[config.mk]
export PLATFORM = sky130hd
export DESIGN_NAME = rf68000_ring_server
export DESIGN_NICKNAME = d
export VERILOG_FILES = /design/src/rtl/rf68000_ring_server.sv
export SDC_FILE = /design/constraint.sdc
export NUM_CORES = 1
export LEC_CHECK = 0
export ABC_AREA = 1
export BUFFER_PORTS_ARGS = -buffer_cell sky130_fd_sc_hd__buf_2
export CORE_MARGIN = 1.5
export CORE_UTILIZATION = 50
export DETAILED_ROUTE_END_ITERATION = 8
export GPL_ROUTABILITY_DRIVEN = 0
export HOLD_SLACK_MARGIN = 0.12
export PLACE_DENSITY = 0.81
export SLEW_MARGIN = 15
export SYNTH_ARGS = -nofsm -noshare
export SYNTH_HDL_FRONTEND = slang
export SYNTH_SLANG_ARGS = --single-unit
[constraint.sdc]
create_clock -name clk_i -period 11.7 [get_ports clk_i]
set_input_delay 2.34 -clock clk_i [delete_from_list [all_inputs] [get_ports clk_i]]
set_output_delay 2.34 -clock clk_i [all_outputs]
set_load 0.005 [all_outputs]
[src/rtl/rf68000_ring_server.sv]
// Ring node that turns addressed read/write request packets into bus master
// cycles and returns acknowledge/error packets on the response ring.
package rf68000_ring_pkg;
  typedef enum logic [3:0] {
    PT_NULL  = 4'd0,
    PT_READ  = 4'd1,
    PT_WRITE = 4'd2,
    PT_AREAD = 4'd3,
    PT_ACK   = 4'd4,
    PT_AACK  = 4'd5,
    PT_ERR   = 4'd6,
    PT_VPA   = 4'd7
  } pkt_typ_e;

  typedef struct packed {
    logic [5:0]  did;
    logic [5:0]  sid;
    logic [5:0]  age;
    logic        ack;
    pkt_typ_e    typ;
    logic [3:0]  sel;
    logic [7:0]  asid;
    logic [2:0]  fc;
    logic        mmus;
    logic        ios;
    logic        iops;
    logic [31:0] adr;
    logic [31:0] dat;
  } packet_t;
endpackage

module rf68000_ring_server
  import rf68000_ring_pkg::*;
#(
  parameter logic [5:0] NODE_ID    = 6'd62,
  parameter int         FIFO_DEPTH = 4,
  parameter bit         SYNC_WRITE = 1'b1,
  parameter int         TO_BITS    = 12
) (
  input  logic                            clk_i,
  input  logic                            rst_ni,
  input  packet_t                         packet_i,
  output packet_t                         packet_o,
  input  packet_t                         rpacket_i,
  output packet_t                         rpacket_o,
  output logic                            m_cyc_o,
  output logic                            m_stb_o,
  output logic                            m_we_o,
  output logic [3:0]                      m_sel_o,
  output logic [7:0]                      m_asid_o,
  output logic [2:0]                      m_fc_o,
  output logic [31:0]                     m_adr_o,
  output logic [31:0]                     m_dat_o,
  output logic                            m_mmus_o,
  output logic                            m_ios_o,
  output logic                            m_iops_o,
  input  logic                            m_ack_i,
  input  logic                            m_err_i,
  input  logic                            m_vpa_i,
  input  logic [31:0]                     m_dat_i,
  output logic [$clog2(FIFO_DEPTH):0]     fifo_count_o,
  output logic                            busy_o
);
  localparam int AW = $clog2(FIFO_DEPTH);
  localparam int CW = AW + 1;
  // Terminate on the edge where the counter would step onto all-ones.
  localparam logic [TO_BITS-1:0] TO_LAST = {{(TO_BITS-1){1'b1}}, 1'b0};

  typedef enum logic [1:0] {IDLE, BUS, RSP} state_e;

  state_e             state_q, state_d;
  packet_t            fifo_q [FIFO_DEPTH];
  logic [AW-1:0]      wr_q, rd_q;
  logic [CW-1:0]      cnt_q;
  packet_t            cur_q, rsp_q, rsp_d, pkt_d, head;
  logic               rsp_vld_q;
  logic [TO_BITS-1:0] to_q;
  packet_t            pkt_q, rpkt_q;
  logic               cyc_q, stb_q, we_q, mmus_q, ios_q, iops_q;
  logic [3:0]         sel_q;
  logic [7:0]         asid_q;
  logic [2:0]         fc_q;
  logic [31:0]        adr_q, dat_q;

  logic     hit, is_req, full, push, pop, term, send_rsp, rsp_fwd;
  pkt_typ_e rsp_typ;

  assign head   = fifo_q[rd_q];
  assign hit    = (packet_i.did == NODE_ID);
  assign is_req = (packet_i.typ == PT_READ) || (packet_i.typ == PT_AREAD) ||
                  (packet_i.typ == PT_WRITE);
  assign full   = (cnt_q == CW'(FIFO_DEPTH));
  assign push   = hit && is_req && !full;

  // A full queue leaves addressed requests on the ring for a later lap.
  always_comb begin
    pkt_d = packet_i;
    if (hit && !(is_req && full)) pkt_d.did = '0;
  end

  always_comb begin
    state_d  = state_q;
    pop      = 1'b0;
    term     = 1'b0;
    send_rsp = 1'b0;
    rsp_fwd  = 1'b0;
    rsp_typ  = PT_NULL;
    case (state_q)
      IDLE: if (cnt_q != '0 && !rsp_vld_q) begin
        pop     = 1'b1;
        state_d = BUS;
      end
      BUS: begin
        if (m_ack_i) begin
          term    = 1'b1;
          rsp_typ = (cur_q.typ == PT_AREAD) ? PT_AACK : PT_ACK;
        end else if (m_err_i) begin
          term    = 1'b1;
          rsp_typ = PT_ERR;
        end else if (m_vpa_i) begin
          term    = 1'b1;
          rsp_typ = PT_VPA;
        end else if (to_q == TO_LAST) begin
          term    = 1'b1;
          rsp_typ = PT_ERR;
        end
        if (term) begin
          if (cur_q.typ == PT_WRITE && !SYNC_WRITE) state_d = IDLE;
          else begin
            send_rsp = 1'b1;
            state_d  = RSP;
          end
        end
      end
      RSP: if (rpacket_i.did == '0) begin
        rsp_fwd = 1'b1;
        state_d = IDLE;
      end
      default: state_d = IDLE;
    endcase
  end

  always_comb begin
    rsp_d      = '0;
    rsp_d.sid  = NODE_ID;
    rsp_d.did  = cur_q.sid;
    rsp_d.ack  = 1'b1;
    rsp_d.typ  = rsp_typ;
    rsp_d.adr  = cur_q.adr;
    rsp_d.dat  = m_dat_i;
    rsp_d.asid = cur_q.asid;
    rsp_d.mmus = cur_q.mmus;
    rsp_d.ios  = cur_q.ios;
    rsp_d.iops = cur_q.iops;
  end

  always_ff @(posedge clk_i) begin
    if (push) fifo_q[wr_q] <= packet_i;
  end

  always_ff @(posedge clk_i or negedge rst_ni) begin
    if (!rst_ni) begin
      state_q   <= IDLE;
      wr_q      <= '0;
      rd_q      <= '0;
      cnt_q     <= '0;
      pkt_q     <= '0;
      rpkt_q    <= '0;
      cur_q     <= '0;
      rsp_q     <= '0;
      rsp_vld_q <= 1'b0;
      to_q      <= '0;
    end else begin
      state_q <= state_d;
      pkt_q   <= pkt_d;
      rpkt_q  <= rsp_fwd ? rsp_q : rpacket_i;
      if (push) wr_q <= wr_q + 1'b1;
      if (pop) begin
        rd_q  <= rd_q + 1'b1;
        cur_q <= head;
      end
      case ({push, pop})
        2'b10:   cnt_q <= cnt_q + 1'b1;
        2'b01:   cnt_q <= cnt_q - 1'b1;
        default: cnt_q <= cnt_q;
      endcase
      if (send_rsp) begin
        rsp_q     <= rsp_d;
        rsp_vld_q <= 1'b1;
      end else if (rsp_fwd) begin
        rsp_vld_q <= 1'b0;
      end
      to_q <= (!cyc_q || term) ? '0 : to_q + 1'b1;
    end
  end

  always_ff @(posedge clk_i or negedge rst_ni) begin
    if (!rst_ni) begin
      cyc_q  <= 1'b0;
      stb_q  <= 1'b0;
      we_q   <= 1'b0;
      sel_q  <= '0;
      asid_q <= '0;
      fc_q   <= '0;
      adr_q  <= '0;
      dat_q  <= '0;
      mmus_q <= 1'b0;
      ios_q  <= 1'b0;
      iops_q <= 1'b0;
    end else if (pop) begin
      cyc_q  <= 1'b1;
      stb_q  <= 1'b1;
      we_q   <= (head.typ == PT_WRITE);
      sel_q  <= head.sel;
      asid_q <= head.asid;
      fc_q   <= head.fc;
      adr_q  <= head.adr;
      dat_q  <= head.dat;
      mmus_q <= head.mmus;
      ios_q  <= head.ios;
      iops_q <= head.iops;
    end else if (term) begin
      cyc_q  <= 1'b0;
      stb_q  <= 1'b0;
      we_q   <= 1'b0;
      sel_q  <= '0;
      fc_q   <= '0;
      mmus_q <= 1'b0;
      ios_q  <= 1'b0;
      iops_q <= 1'b0;
    end
  end

  assign packet_o     = pkt_q;
  assign rpacket_o    = rpkt_q;
  assign m_cyc_o      = cyc_q;
  assign m_stb_o      = stb_q;
  assign m_we_o       = we_q;
  assign m_sel_o      = sel_q;
  assign m_asid_o     = asid_q;
  assign m_fc_o       = fc_q;
  assign m_adr_o      = adr_q;
  assign m_dat_o      = dat_q;
  assign m_mmus_o     = mmus_q;
  assign m_ios_o      = ios_q;
  assign m_iops_o     = iops_q;
  assign fifo_count_o = cnt_q;
  assign busy_o       = (state_q != IDLE);
endmodule

# ---- Yosys cells after proc, flatten, opt, wreduce, memory -nomap -nowiden
# Memory sizes are Yosys's and may differ from the RTL's.
# Index checks and enable logic that the tools add are counted.
dict set report classes {
  add_sub_neg 5
  eq_ne 15
  mux 40
  reduce_logical 20
}
# cell count
set ops {}
lappend ops {{$mux 105} 1}
lappend ops {{$mux 1} 23}
lappend ops {{$mux 3} 7}
lappend ops {{$eq 4x2->1 const B} 4}
lappend ops {{$add 12x1->12 const B} 1}
lappend ops {{$eq 12x12->1 const B} 1}
lappend ops {{$mux 12} 1}
lappend ops {{$mux 4} 2}
lappend ops {{$reduce_bool 2->1} 4}
lappend ops {{$eq 6x6->1 const B} 1}
lappend ops {{$logic_not 6->1} 1}
lappend ops {{$mux 2} 3}
lappend ops {{$mux 6} 1}
lappend ops {{$ne 2x2->1 const B} 3}
lappend ops {{$pmux 2 s3} 1}
lappend ops {{$pmux 3 s2} 1}
lappend ops {{$logic_and 1x1->1} 5}
lappend ops {{$add 2x1->2 const B} 2}
lappend ops {{$eq 2x1->1 const B} 2}
lappend ops {{$eq 2x2->1 const B} 2}
lappend ops {{$eq 4x1->1 const B} 1}
lappend ops {{$logic_not 1->1} 4}
lappend ops {{$add 3x1->3 const B} 1}
lappend ops {{$eq 3x3->1 const B} 1}
lappend ops {{other kinds (5)} 7}
dict set report totals {
  ff_bits 416
  ram_bits 420
  inputBits 247
  memories 1
}
# memory words word_bits read_ports rd_clocked_by_memory_dff wr line
set mem_list {}
lappend mem_list {fifo_q 4 105 1 0 1 72} ;# packet_t fifo_q [FIFO_DEPTH];

# ---- Depth between registers and ports, before layout
# Gate-level depths: netlist of the first run.
dict set report depth {
  depth_word 9
  depth_mapped 12
  mapped_depth_nobuf 11
}

# ---- Least setup slack after synthesis of the first run
# Ideal clock, no wire load.
dict set report synth_timing {
  path_type {input-to-reg}
  from {in packet_i[100] in the netlist's numbering}
  to {mem fifo_q[0][0] in the netlist's numbering (enable)}
  arrival_ns 6.784
  required_time_ns 11.156
  path_slack_ns 4.372
  path_stages 6
  path_cell_list {inv_1 > nor3_1 > nand3_1 > nor2_1 > nand2_1 > nor2_1}
}
dict set report synth_via {
  elab_chain_len 5
}
# element line
set synth_rtl {}
lappend synth_rtl {{start, declared} 42} ;# input packet_t packet_i,
lappend synth_rtl {{$eq 6x6->1} 89} ;# assign hit = (packet_i.did == NODE_ID);
lappend synth_rtl {{$logic_and 1x1->1 (2 in series)} 93} ;# assign push = hit && is_req && !full;
lappend synth_rtl {{$mux 1} 158} ;# if (push) fifo_q[wr_q] <= packet_i;
lappend synth_rtl {{$mux 1 (not written as such)} 158}
lappend synth_rtl {{end, declared} 72}
# Every way passes these cells.

# ---- Final worst setup path of the first run
dict set report layout_timing {
  from {in packet_i[100] in the netlist's numbering}
  to {mem fifo_q[3][55] in the netlist's numbering (enable)}
}
# The elaborated chain is that of the path after synthesis.

==> results of run 1 <==
## routing by layer
layer,track usage (%),share of wire (%),up-vias
met1,32.7,39,9613
li1,-,-,8711
met4,11.3,3.6,2
met2,41.2,49,943
met3,4.95,8.1,144
met5,0,0.020,-
## final timing paths
check                      cells past startpoint                      end  slack (ps)
hold reg to reg                                2    rsp_q[84]$_DFFE_PN0P_         450
min in group asynchronous                      1  rpacket_o[68]$_DFF_PN0_        1720
max in group asynchronous                      3   packet_o[23]$_DFF_PN0_        7610
hold / removal                                 2    rsp_q[84]$_DFFE_PN0P_         450
setup reg to reg                               9   state_q[1]$_DFFE_PN0P_        8200
setup / recovery                               8  fifo_q[3][55]$_DFFE_PP_        6570
## cells in the mapped netlist (3+ instances only)
cell type / n
buf_6: 12
inv_1: 101
xnor2_1: 3
ha_1: 7
o21ai_1: 7
a21oi_1: 3
nor2_1: 231
edfxtp_1: 368
nand2_1: 548
o22ai_1: 89
buf_2: 44
o21ai_2: 42
xor2_1: 10
nand3_1: 56
nand2_2: 31
clkbuf_1: 60
buf_4: 42
nand3_2: 3
o21ai_0: 239
nor3_1: 3
dfrtp_1: 414
buf_1: 6
## where the power goes
group	switching (uW)	internal (uW)
Sequential	273	3240
Combinational	1150	587
Clock	1040	1440
Total	2450	5270
## flip-flops by register name, indices dropped and copies added, names as in the netlist
register	count
wr_q	2
m_fc_o	3
m_asid_o	8
rpacket_o	105
cur_q	13
fifo_q	368
fifo_count_o	3
m_iops_o	1
m_stb_o	1
m_adr_o	32
m_ios_o	1
to_q	12
m_sel_o	4
packet_o	105
m_dat_o	32
rd_q	2
state_q	2
rsp_q	85
m_we_o	1
m_mmus_o	1
rsp_vld_q	1
## cell type report
type,instances,share of cell area (%)
flip-flops and latches,782,62.7
multi-input cells,1279,17.4
repair buffers,562,8.43
clock buffers,116,6.85
well taps,756,2.77
inverters,103,1.16
clock inverters,28,0.689
diodes,3,0.0220
## tightest hold or removal path, delay by kind of cell (launching register included)
kind	cells	cell delay, ps
buffers and inverters	1	40
DFF	1	320
and+or+nand+nor	1	50
## kinds of logic after synthesis
kind of cell | Yosys count | synth area share (%)
flip-flops | 782 | 74.9
buffers and inverters | 267 | 4.56
XOR/XNOR | 13 | 0.398
adder cells (fa/ha/maj) | 8 | 0.376
AO/OA/AOI/OAI | 383 | 7.67
AND/OR/NAND/NOR | 875 | 12.1
## through the flow
stage	utilization (%)	hold slack [ps]
global route	60.5	463
CTS	60.5	452
global placement	55.9	431
detailed placement	55.9	439
floorplan	-	419
finish	60.5	445
==> flow_summary_export.csv, run 1 <==
group,metric,value,unit
run_status,status,"completed",
pwr,p_total,7730,uW
critical_path,critPathSlowestCell,"nor2_4",
critical_path,crit_path_start_kind,"input pin",
logic_synthesis,synth_top_cell_area_share,38.6,%
timing,fin_crit_sh,43.8,%
timing,relSlewSlack,25.5,%
clock_network,ctsResizeCount,0,
critical_path,cpLargestDelayFamily,"simple AND/OR/NAND/NOR gates",
timing,fin_setup_tns,0,ps
drt,drc,0,
critical_path,r2r-start,"to_q[0]$_DFF_PN0_",
critical_path,path_cells,"buf_2 -> inv_1 -> nor3_1 -> nand3_1 -> nor2_1 -> nand2_1 -> nor2_4 -> buf_4",
drt,dr.pass1.iters,5,
run,drv_cap,0,
drt,drt_iter0_markers,1602,
pwr,p_per_area,226,nW/um^2
clock_network,cts.sinks,782,
global_route,grt_first_pass_wirelength,113,mm
timing,period_needed,5130,ps
clock_network,post_cts_buffers,0,
logic_synthesis,synth-edff-count,368,
layout,layout.area.seq,21400,sq um
die,core-area,56500,sq um
logic_synthesis,synth-main-ff-cell,"dfrtp_1",
critical_path,cp_num_buf_inv,3,
timing,skew,25.6,ps
logic_synthesis,async_flop_share,52.9,%
timing,drv_slew,0,
critical_path,cp-startpoint,"packet_i[100]",
layout,layout_common_cells,"nand2_1 (547), buf_2 (544), dfrtp_1 (412)",
logic_synthesis,synthTopCellsByArea,"edfxtp_1 (39%), dfrtp_1 (36%), nand2_1 (7.2%), o21ai_0 (4.2%), nor2_1 (3.0%)",
timing,hold_viol_final,0,
global_route,grtUsageTotal,25.1,%
logic_synthesis,syn_avg_cell_area,12.3,sq um
layout,multi_input_area,5940,sq um
global_route,first_global_vias,19800,
placed_design,place_area,31600,sq um
logic_synthesis,yosysSeqAreaShare,74.9,%
layout,fin_nets,3062,
timing,worst_pin_slew,1120,ps
die,floorplan.initialDensity,50.6,%
clock_network,cts.path.max_buffers,3,
critical_path,cp.arrival,5350,ps
critical_path,cp.required,11920,ps
clock_network,cts_tree,"built",
die,rows,87,
critical_path,end_kind,"flip-flop",
clock_network,cts_root_buf,"clkbuf_16",
timing,worst_slack,6570,ps
logic_synthesis,synthDistinctLibCells,30,
layout,fill_cells,4168,
global_route,gr-total-overflow,0,
clock_network,htree_num_levels,3,
placed_design,dp_cells,3482,
hold_path,hold_start,"rsp_q[84]$_DFFE_PN0P_",
layout,fin_area,34200,sq um
layout,final-instance-count-excl-fill,3629,
timing,rsz0062_at_grt,"no",
drt,viasPerCell,5.35,
logic_synthesis,synthCells,2328,
critical_path,path_max_fanout,62,
timing,setup_viol,0,
layout,layout_commonest_cell,"nand2_1",
critical_path,crit_type,"input pin to flip-flop",
logic_synthesis,syn-cell-area,28600,sq um
die,pin_count,546,
critical_path,worst_path_largest_cell_delay,910,ps
global_route,grt_max_degree,182,
clock_network,cts.clk_slew.worst_paths,50,ps
placed_design,pre_cts_slack,6070,ps
clock_network,clock_latency,620,ps
layout,drive_above_1_share,26.8,%
logic_synthesis,yosys_warnings,0,
die,die_height,242,microns
hold_path,hold_class,"flip-flop to flip-flop",
drt,wl_per_cell,20.2,microns
timing,fmax,195,MHz
clock_network,hold_buffers,0,
logic_synthesis,synth_top_area_cell,"edfxtp_1",
drt,wl,73.4,mm
drt,via_count,19400,
global_route,antenna_found_initial,6,
clock_network,cts_made_buffers,79,
die,die_area,58600,sq um
placed_design,hpwl,46.8,mm
logic_synthesis,synth_nets,2583,
pwr,power_leakage,0.0150,uW
layout,syn_to_final_growth,19.5,%
placed_design,port_buffers,545,
pwr,ir_worst_vdd,160,uV
die,die_w,242,microns
logic_synthesis,synth-seq-cells,782,
drt,postRouteAntennaNets,0,
No activity file was read; power rests on OpenSTA's default activity.
==> run 2, diff against run 1 <==
--- a/config.mk
+++ b/config.mk
@@ -12,7 +12,7 @@
 export DETAILED_ROUTE_END_ITERATION = 8
 export GPL_ROUTABILITY_DRIVEN = 0
 export HOLD_SLACK_MARGIN = 0.12
-export PLACE_DENSITY = 0.81
+export PLACE_DENSITY = 0.84
 export SLEW_MARGIN = 15
 export SYNTH_ARGS = -nofsm -noshare
 export SYNTH_HDL_FRONTEND = slang
==> constraint.sdc (replaced) <==
create_clock -name clk_i -period 4.58 [get_ports clk_i]
set_input_delay 0.916 -clock clk_i [delete_from_list [all_inputs] [get_ports clk_i]]
set_output_delay 0.916 -clock clk_i [all_outputs]
set_load 0.005 [all_outputs]
==> flow_summary_export.csv, run 2 (synthesized netlist as in run 1, its figures left out) <==
group,metric,value,unit
layout,syn_to_final_growth,20.8,%
clock_network,cts.clk_slew.worst_paths,70,ps
global_route,antenna_found_initial,6,
critical_path,path_common_cell,"o21ai_0",
layout,layout_common_cells,"nand2_1 (547), buf_2 (544), dfrtp_1 (412)",
clock_network,cts.sinks,782,
pwr,ir_worst_vdd,476,uV
timing,period_needed,2710,ps
global_route,grt_max_degree,131,
layout,fin_area,34500,sq um
critical_path,worst_path_largest_cell_delay,800,ps
clock_network,hold_buffers,0,
critical_path,cp.depth,6,
critical_path,end_kind,"flip-flop",
drt,viasPerCell,5.23,
clock_network,ctsResizeCount,0,
die,rows,87,
die,core-area,56500,sq um
timing,relSlewSlack,35.8,%
layout,largest_register,"fifo_q",
layout,largest_reg_flops,368,
layout,drive_above_1_share,27.4,%
placed_design,port_buffers,545,
global_route,grt_first_pass_wirelength,110,mm
layout,layout.area.seq,21400,sq um
timing,rsz0062_at_grt,"no",
critical_path,cp.arrival,3220,ps
clock_network,cts_root_buf,"clkbuf_16",
drt,drc,0,
critical_path,critPathSlowestCell,"inv_6",
layout,layout_commonest_cell,"nand2_1",
drt,postRouteAntennaNets,0,
drt,dr.pass1.iters,7,
layout,fin_nets,3076,
critical_path,cp_num_buf_inv,2,
critical_path,path_cells,"inv_6 -> buf_4 -> o21ai_0 -> o22ai_1 -> nand2_1 -> o21ai_0",
drt,wl_per_cell,19.7,microns
clock_network,post_cts_buffers,0,
clock_network,clock_latency,620,ps
pwr,p_per_area,583,nW/um^2
drt,wl,72.0,mm
clock_network,cts_tree,"built",
layout,multi_input_area,5940,sq um
layout,fin_util,61.1,%
hold_path,hold_class,"input pin to async pin",
die,floorplan.initialDensity,50.6,%
critical_path,cp.required,5090,ps
placed_design,hpwl,45.9,mm
clock_network,cts_made_buffers,79,
timing,setup_viol,0,
timing,worst_pin_slew,963,ps
critical_path,crit_type,"flip-flop to flip-flop",
timing,fin_crit_sh,59.1,%
timing,drv_slew,0,
run,drv_cap,0,
run_status,status,"completed",
critical_path,path_max_fanout,130,
die,pin_count,546,
timing,fmax,369,MHz
clock_network,cts.path.max_buffers,3,
clock_network,htree_num_levels,3,
placed_design,place_area,31800,sq um
die,die_area,58600,sq um
drt,via_count,19100,
layout,fill_cells,4189,
global_route,gr-total-overflow,0,
drt,drt_iter0_markers,1516,
global_route,grtUsageTotal,24.6,%
timing,hold_viol_final,0,
critical_path,cpLargestDelayFamily,"buffers and inverters",
critical_path,rr_worst_depth,6,
die,die_height,242,microns
critical_path,crit_path_start_kind,"flip-flop",
timing,skew,23.9,ps
die,die_w,242,microns
global_route,first_global_vias,19200,
pwr,power_leakage,0.0152,uW
run 2: changes by cell type in the layout (fill, tap and decap cells not counted), moves of 3 or more:
cell	previous run	this run
bufinv_16	2	10
buf_12	1	9
clkbuf_8	7	14
inv_6	2	5
clkinv_4	5	1
diode_2	3	7
buf_4	15	22
clkbuf_16	86	81
clkinv_1	5	8
clkbuf_1	22	11
run 2: layout make-up:
| cell class | instances | area share [%] |
|---|---|---|
| multi-input cells | 1279 | 17.2 |
| clock buffers | 106 | 6.55 |
| inverters | 103 | 1.15 |
| clock inverters | 39 | 1.37 |
| well taps | 756 | 2.74 |
| flip-flops and latches | 782 | 62.0 |
| diodes | 7 | 0.0507 |
| repair buffers | 576 | 8.93 |
run 2: stage by stage:
step	setup slack, ps	std cells	TNS (ps)	power, uW	hold WS, ps
4_1_cts	1860	3641	0	20300	371
2_1_floorplan	-1320	2328	-487050	11900	419
6_report	1870	3648	0	20100	377
5_1_grt	1670	3644	0	21200	378
3_5_place_dp	1260	3496	0	13500	438
3_3_place_gp	1290	3496	0	13400	429
run 2: power by group:
group	leakage [uW]	internal (uW)	switching [uW]
combinational	0.00554	1530	2890
sequential	0.00828	8290	746
clock	0.00134	4040	2660
total	0.0152	13900	6290
run 2: worst paths after layout:
path	startpoint	end	slack, ps
worst max-delay path	rd_q[0]$_DFFE_PN0P_	m_asid_o[6]$_DFFE_PN0P_	1870
worst min-delay path	rst_ni	rpacket_o[70]$_DFF_PN0_	380
worst max register to register	rd_q[0]$_DFFE_PN0P_	m_asid_o[6]$_DFFE_PN0P_	1870
worst min register to register	rsp_q[84]$_DFFE_PN0P_	rsp_q[84]$_DFFE_PN0P_	450
max in group asynchronous	rst_ni	rsp_q[36]$_DFFE_PN0P_	3150
min in group clk_i	packet_i[87]	packet_o[87]$_DFF_PN0_	400
run 2: routing by layer:
| metal | vias up | GRT usage, % | routed length [microns] |
|---|---|---|---|
| li1 | 8754 | - | - |
| met1 | 9345 | 32.0 | 28800 |
| met2 | 826 | 41.2 | 35600 |
| met3 | 152 | 4.69 | 5070 |
| met4 | 4 | 9.38 | 2480 |
| met5 | - | 0 | 27 |
run 2: worst register-to-register path: cells and delay by family (launching register included):
family	cells	cell delay [ps]
simple gates	1	120
buf+inv	2	1270
compound gates	3	420
flops	1	780
